--- src/rtl/pwm_clock_gen.sv ---
// Multi-channel PWM clock generator: per-channel programmable period/high time,
// glitch-free start and end-of-period stop, shadowed configuration.
module pwm_clock_gen #(
  parameter int NCH = 2,
  parameter int CW  = 8
) (
  input  logic              clk,
  input  logic              rst_n,
  input  logic [NCH-1:0]    enable,
  input  logic [NCH*CW-1:0] cfg_period,
  input  logic [NCH*CW-1:0] cfg_high,
  output logic [NCH-1:0]    clk_out,
  output logic [NCH-1:0]    period_tick,
  output logic [NCH-1:0]    running
);

  typedef enum logic {IDLE, RUN} state_e;

  for (genvar g = 0; g < NCH; g++) begin : g_ch
    state_e        state_q;
    logic [CW-1:0] cnt_q;
    logic [CW-1:0] per_q;
    logic [CW-1:0] high_q;
    logic          clk_q;
    logic          run_q;

    logic [CW-1:0] cfg_p;
    logic [CW-1:0] cfg_p_cl;
    logic [CW-1:0] cfg_h;
    logic [CW:0]   cnt_inc;
    logic          last;

    assign cfg_p    = cfg_period[g*CW +: CW];
    assign cfg_h    = cfg_high[g*CW +: CW];
    // Periods of 0 or 1 cannot toggle; clamp so the fastest output is clk/2.
    assign cfg_p_cl = (cfg_p < CW'(2)) ? CW'(2) : cfg_p;
    assign cnt_inc  = {1'b0, cnt_q} + (CW+1)'(1);
    assign last     = (cnt_q == (per_q - CW'(1)));

    always_ff @(posedge clk or negedge rst_n) begin
      if (!rst_n) begin
        state_q <= IDLE;
        cnt_q   <= '0;
        per_q   <= '0;
        high_q  <= '0;
        clk_q   <= 1'b0;
        run_q   <= 1'b0;
      end else begin
        case (state_q)
          IDLE: begin
            if (enable[g]) begin
              state_q <= RUN;
              per_q   <= cfg_p_cl;
              high_q  <= cfg_h;
              cnt_q   <= '0;
              run_q   <= 1'b1;
              clk_q   <= (cfg_h != '0);
            end
          end
          RUN: begin
            if (last) begin
              cnt_q <= '0;
              if (enable[g]) begin
                per_q  <= cfg_p_cl;
                high_q <= cfg_h;
                clk_q  <= (cfg_h != '0);
              end else begin
                state_q <= IDLE;
                clk_q   <= 1'b0;
                run_q   <= 1'b0;
              end
            end else begin
              cnt_q <= cnt_inc[CW-1:0];
              clk_q <= (cnt_inc < {1'b0, high_q});
            end
          end
          default: state_q <= IDLE;
        endcase
      end
    end

    assign clk_out[g]     = clk_q;
    assign running[g]     = run_q;
    assign period_tick[g] = run_q & last;
  end

endmodule

--- config.mk ---
export PLATFORM = sky130hd
export DESIGN_NAME = pwm_clock_gen
export DESIGN_NICKNAME = d
export VERILOG_FILES = /design/src/rtl/pwm_clock_gen.sv
export SDC_FILE = /design/constraint.sdc
export NUM_CORES = 1
export LEC_CHECK = 0
export ABC_AREA = 1
export CORE_AREA = 5 5 121 66
export DETAILED_ROUTE_END_ITERATION = 10
export DIE_AREA = 0 0 126 71
export PLACE_DENSITY_LB_ADDON = 0.1
export SYNTH_ARGS = -nofsm -noshare
export SYNTH_HDL_FRONTEND = slang
export SYNTH_SLANG_ARGS = --single-unit
--- constraint.sdc ---
create_clock -name clk -period 3.15 [get_ports clk]
set_clock_uncertainty 0.15 [all_clocks]
set_input_delay 0.63 -clock clk [delete_from_list [all_inputs] [get_ports clk]]
set_output_delay 0.63 -clock clk [all_outputs]
set_load 0.1 [all_outputs]
==> metrics.txt, run 1 <==
count of buffers from port buffering 41; area growth from synthesis to layout 17.5%; CP startpoint kind flip-flop; Synth top cells by count nand2_1 (169), inv_1 (78), nand3_1 (68), dfrtp_1 (54), nor2_1 (34); H-tree levels 2; drt first-iter violations 242; Core Area 6940 sq um; critical path class flip-flop to output pin; largest net degree at the start of global routing 26; maximum clock rate 343 MHz; placed cell count 640; Final Hold Fails 0; worst setup slack after layout 233 ps; leakage power summed over all cells 2.27 nW; synthesized netlist net count 567; via count of the first global-routing pass 3036; top cells by area, synth dfrtp_1 (37%), nand2_1 (17%), nand3_1 (9.4%), inv_1 (8.1%), ha_1 (6.2%); post-detailed-route via-to-cell ratio 5.08; later-pin clock latency in the skew report 300 ps; cells along the critical path inv_2, ha_1, inv_1, nand2_1, nand2_1, nor2_1, nand3_1, nor2_2, nand3_4, nor2_2, buf_12; clock buffer depth 2; Final Routed Wirelength 9.01 mm; count of maximum capacitance violations 0; effective utilization at floorplan 0.524; number of warnings issued by yosys 0; vertical die dimension 71 um; Final Wtd Congestion 0.860; power density cells 1060 nW/um^2; Hold WC Path Type input port to asynchronous set/reset pin; data arrival time of the critical path 2140 ps; half-perimeter wire length of the detailed placement result 7.14 mm; end of the worst register-to-register path g_ch[1].clk_q; number of remaining DRC errors 0; Top-Level Pins 42; Rows 22; total CTS buffers 5; antenna-violating nets left 0; adder-cell share of the synthesized area 0.0620; flip-flop and latch count after synthesis 54; maximum VDD drop 498 uV; number of nets in the final layout 605; fraction of final layout cells with drive strength greater than 1 0.0797; register-to-register path setup slack 540 ps; number of enable flip-flop cells after synthesis 0; dominant cell by count in the synthesized netlist nand2_1; CTS clk-pin slew, worst paths 70 ps; final clock period utilization by the worst path 0.926; cell type with the highest aggregate area in the netlist dfrtp_1; Critical Path Max Stage Delay 420 ps; cell at the root of the clock tree clkbuf_16; total via count in the routed design 3289; Synth Area per Inst 7.08 sq um; fraction of synthesized area in multiplexers 0.00275; Final setup viols 0; setup_tns 0 ps; normalized max-slew margin 0.628; TritonCTS clock tree done; CP max FO 6; depth of the worst register-to-register path 14; slowest cell on the critical path dfrtp_1; Post-Layout Cell Count 648; worst path required time 2370 ps; number of antenna violations at the first check in global routing 0; FF+latch area 1350 sq um; number of pins with negative max-slew slack in the final report 0; x dimension of the die 126 um; wire length of the first global-routing pass 15.1 mm; Post-CTS Hold Buffers 0; Sinks on Clock Net 54; Synth Area in Compound Gates 0.0489; cell count after synthesis 513; area of the multi-input gates 1880 sq um; top cell type's share of synthesized area 0.372; startpoint of the worst register-to-register path g_ch[1].cnt_q[0]; number of distinct library cells after synthesis 28; final global-route overflow total 0; netlist area before placement 3630 sq um; Routed wire per std cell 13.9 um; dominant combinational cell family by area after synthesis simple AND/OR/NAND/NOR gates; synthesized-area fraction occupied by xor and xnor cells 0.0337; sequential element share of the synthesized area 0.372; Antenna diodes 0; FILL cells 621; RSZ-0062 raised after global routing no; Async SR Flop Fraction 1.00; result of the run complete, no violations; time the worst path needs with I/O delays and setup 2920 ps; aggregate global-route resource usage 0.210; Critical Path Sink Type output pin; top_reg_cell synth dfrtp_1; first-pass iteration count of the detailed router 5; post-placement worst setup slack 503 ps; slew at the pin with the worst max-slew slack 557 ps; area share of and/or/nand/nor cells after synthesis 0.366; floorplan die area 8950 sq um
-- layer usage --
metal,GRT usage,routed length (um),up-vias
li1,-,-,1692
met1,0.353,5190,1484
met2,0.253,3040,103
met3,0.0618,706,10
met4,0.0440,77,0
met5,0,0,-
-- repair_timing --
action | in CTS | in global routing
hold endpoints to repair | 0 | 0
gates resized for setup | 0 | 3
setup endpoints to repair | 0 | 2
buffers inserted | 0 | 0
-- per-stage QoR --
stage,power (mW),area (sq um),utilization,hold slack [ps]
floorplan,3.27,3640,-,184
global placement,3.76,4090,0.590,306
detailed placement,3.85,4090,0.590,311
CTS,4.52,4260,0.615,181
global route,4.97,4270,0.616,211
finish,4.54,4270,0.616,165
-- state kept, by name, summed over array words and instances, names as in the netlist --
signal,count
g_ch.high_q,16
g_ch.clk_q,2
g_ch.run_q,2
g_ch.cnt_q,16
g_ch.state_q,2
g_ch.per_q,16
-- cell families (layout without fill, tap and decap cells) --
| family | after synthesis | in the layout |
|---|---|---|
| AO/OA/AOI/OAI | 32 | 32 |
| XOR/XNOR | 14 | 14 |
| adder cells (fa/ha/maj) | 18 | 18 |
| buffers and inverters | 95 | 134 |
| flip-flops | 54 | 54 |
| multiplexers | 1 | 1 |
| AND/OR/NAND/NOR | 299 | 299 |
-- report_power, final --
group / total (mW) / leakage (nW) / switching, mW / internal (mW)
clock: 0.650 / 0.0844 / 0.270 / 0.380
sequential: 1.36 / 0.665 / 0.348 / 1.01
combinational: 2.53 / 1.52 / 1.62 / 0.911
total: 4.54 / 2.27 / 2.24 / 2.31
-- worst max-delay path: cells and delay by family, from the launching register on --
kind | cells | cell delay [ps]
adders and majority gates | 1 | 300
buffers and inverters | 3 | 320
DFF | 1 | 420
and+or+nand+nor | 7 | 780
-- area by class of cell --
type	instances	share of cell area
Multi-Input combinational cell	364	0.439
Sequential cell	54	0.316
Timing Repair Buffer	45	0.104
Inverter	81	0.0712
Clock buffer	5	0.0293
Tap cell	96	0.0281
Clock inverter	3	0.0111
-- how the worst max path moves through the flow --
stage | startpoint | endpoint | slack [ps] | cells past startpoint
2_1_floorplan | g_ch[0].per_q[0] | period_tick[0] | 220 | 12
3_3_place_gp | g_ch[0].per_q[0] | period_tick[0] | 540 | 13
3_5_place_dp | g_ch[0].per_q[0] | period_tick[0] | 500 | 13
4_1_cts | g_ch[0].per_q[0] | period_tick[0] | 170 | 13
5_1_grt | g_ch[0].per_q[0] | period_tick[0] | 20 | 13
6_report | g_ch[1].per_q[0] | period_tick[1] | 230 | 11
-- cells in the final DEF (no fill, tap or decap) --
cell / Yosys / layout
clkbuf_16: 0 / 5
nand2_8: 1 / 1
o21ai_0: 8 / 8
bufinv_16: 0 / 1
dfrtp_1: 54 / 54
nor3b_1: 1 / 1
nor2_4: 1 / 2
ha_1: 18 / 18
clkdlybuf4s50_1: 0 / 34
nand3_1: 68 / 68
buf_2: 1 / 1
inv_6: 0 / 1
inv_2: 3 / 4
nor2_2: 8 / 10
o22ai_1: 10 / 10
xor2_1: 12 / 12
a21oi_1: 12 / 12
nand3_4: 1 / 1
nand4_1: 3 / 3
o211ai_1: 2 / 2
nor2_1: 34 / 31
nand2_2: 1 / 1
or2_2: 2 / 2
mux2i_1: 1 / 1
nand2_1: 169 / 169
buf_4: 4 / 8
xnor2_1: 2 / 2
clkinv_4: 0 / 1
nand2_4: 4 / 4
nor4_1: 6 / 6
inv_1: 78 / 77
buf_12: 0 / 2
Power figures use the tool's default switching activity.
==> inputs of run 2 (changes only) <==
--- a/config.mk
+++ b/config.mk
@@ -6,10 +6,11 @@
 export NUM_CORES = 1
 export LEC_CHECK = 0
 export ABC_AREA = 1
-export CORE_AREA = 5 5 121 66
+export CORE_AREA = 2 2 118 63
+export CTS_BUF_LIST = sky130_fd_sc_hd__clkbuf_2
 export DETAILED_ROUTE_END_ITERATION = 10
-export DIE_AREA = 0 0 126 71
-export PLACE_DENSITY_LB_ADDON = 0.1
+export DIE_AREA = 0 0 120 65
+export PLACE_DENSITY = 0.77
 export SYNTH_ARGS = -nofsm -noshare
 export SYNTH_HDL_FRONTEND = slang
 export SYNTH_SLANG_ARGS = --single-unit
==> run 2 against run 1 <==
Against the previous run: fmax down 4.2%; global-route usage increased by 3.9 points; sequential cell count stayed put; non-clock buffer count grew 7; core utilization is 0.44 points higher; setup slack worse by 130 ps; first-iteration DRC count is 16% higher; combinational power grew 8.3%; cell area up 0.32%; via count rose by 3.5%; clock power is 41% lower; largest power group unchanged.
==> metrics.txt, run 2 (synthesis results as in run 1) <==
most common library cell in the layout ignoring fill and taps nand2_1; count of buffers from port buffering 41; end-of-flow core utilization 0.620; Top-Level Pins 42; Final Hold Slack 366 ps; CTS clk-pin slew, worst paths 290 ps; number of pins with negative max-slew slack in the final report 0; maximum VDD drop 576 uV; launch instance of the worst min-delay path g_ch[1].high_q[5]; number of remaining DRC errors 0; cells along the critical path inv_2, ha_4, nand2_1, nor2_1, nand3_1, nand2_1, nand2_1, inv_1, nand3_4, nor2_4, buf_12; result of the run complete, no violations; Critical Path Sink Type output pin; library cell appearing most often on the critical path nand2_1; Critical Path Max Stage Delay 500 ps; Routed wire per std cell 13.9 um; power density cells 1040 nW/um^2; Sinks on Clock Net 54; FILL cells 634; Final Wtd Congestion 0.979; final global-route overflow total 0; Final setup viols 0; normalized max-slew margin 0.577; met3 track demand over resource in global routing 0.0458; total via count in the routed design 3404; later-pin clock latency in the skew report 500 ps; Rows 22; clock buffer depth 2; number of nets in the final layout 612; number of cells on the worst hold path 2; wire length of the first global-routing pass 15.1 mm; count of maximum capacitance violations 0; global routing's busiest layer met1; maximum clock rate 329 MHz; x dimension of the die 120 um; Global Route met2 Usage 0.330; Final Hold Fails 0; Hold EP g_ch[1].high_q[5]; CP startpoint kind flip-flop; via count of the first global-routing pass 3173; time the worst path needs with I/O delays and setup 3040 ps; data arrival time of the critical path 2260 ps; end of the worst register-to-register path g_ch[1].clk_q; cell at the root of the clock tree clkbuf_2; critical path class flip-flop to output pin; slowest cell on the critical path dfrtp_1; area growth from synthesis to layout 17.9%; most used cells in the layout excluding fill and tap cells nand2_1 (167), inv_1 (75), nand3_1 (67), dfrtp_1 (54), clkdlybuf4s50_1 (34); vertical die dimension 65 um; H-tree levels 2; Hold WC Path Type flip-flop to flip-flop; number of antenna violations at the first check in global routing 0; startpoint of the worst register-to-register path g_ch[1].cnt_q[0]; final clock period utilization by the worst path 0.966; half-perimeter wire length of the detailed placement result 7.00 mm; largest net degree at the start of global routing 27; CP max FO 6; worst path required time 2370 ps; slew at the pin with the worst max-slew slack 635 ps; fraction of final layout cells with drive strength greater than 1 0.104; drt first-iter violations 281; Antenna diodes 0; first-pass iteration count of the detailed router 5; effective utilization at floorplan 0.526; register-to-register path setup slack 490 ps; RSZ-0062 raised after global routing yes; aggregate global-route resource usage 0.249; post-detailed-route via-to-cell ratio 5.20; floorplan die area 7800 sq um; global routing usage on met1 0.406; TritonCTS clock tree done; antenna-violating nets left 0; total CTS buffers 5; registers with the highest flip-flop counts g_ch.cnt_q: 16 flops, g_ch.high_q: 16 flops, g_ch.per_q: 16 flops; Final Routed Wirelength 9.08 mm; leakage power summed over all cells 2.27 nW; Core Area 6910 sq um; depth of the worst register-to-register path 14
run 2: where the power goes:
group | internal, mW | switching [mW] | total [mW] | leakage (nW)
Clock | 0.136 | 0.249 | 0.385 | 0.0433
Sequential | 1.01 | 0.321 | 1.33 | 0.665
Combinational | 1.00 | 1.74 | 2.74 | 1.56
run 2: stage by stage:
step | total power, mW | cells | worst slack (ps) | setup TNS, ps | area [sq um]
after floorplan | 3.27 | 513 | 223 | 0 | 3640
after global placement | 3.72 | 640 | 542 | 0 | 4090
after detailed placement | 3.84 | 640 | 490 | 0 | 4090
after CTS | 4.26 | 651 | 31.5 | 0 | 4200
after global routing | 4.89 | 655 | -16.8 | -22.0 | 4280
final | 4.46 | 655 | 106 | 0 | 4280
run 2: area by class of cell:
| class | count | area [sq um] | share of cell area |
|---|---|---|---|
| multi-input combinational | 364 | 1940 | 0.453 |
| sequential | 54 | 1350 | 0.315 |
| timing repair buffer | 52 | 500 | 0.117 |
| inverter | 81 | 304 | 0.0710 |
| tap | 96 | 120 | 0.0280 |
| clock inverter | 3 | 43.8 | 0.0102 |
| clock buffer | 5 | 25.0 | 0.00584 |
run 2: worst max-delay path by stage:
stage	start	endpoint
global route	g_ch[0].per_q[0]	period_tick[0]
CTS	g_ch[1].per_q[0]	period_tick[1]
global placement	g_ch[0].per_q[0]	period_tick[0]
detailed placement	g_ch[1].per_q[0]	period_tick[1]
finish	g_ch[1].per_q[1]	period_tick[1]
floorplan	g_ch[0].per_q[0]	period_tick[0]
run 2: repair_timing:
item | in CTS | in global routing
hold buffers | 1 | 0
pin swaps | 0 | 9
setup endpoints to repair | 2 | 2
setup buffers | 2 | 4
endpoints found under the hold margin | 24 | 0
gates resized for setup | 3 | 14
run 2: worst max-delay path: cells and delay by family (launching register included):
kind          cells  cell delay [ps]
fa+ha+maj         1              140
buf+inv           3              390
flops             1              500
simple gates      7              750
run 2: routing by layer:
| metal | vias up | routed length (um) |
|---|---|---|
| li1 | 1709 | - |
| met1 | 1581 | 5050 |
| met2 | 100 | 3390 |
| met3 | 14 | 546 |
| met4 | 0 | 94 |
| met5 | - | 0 |
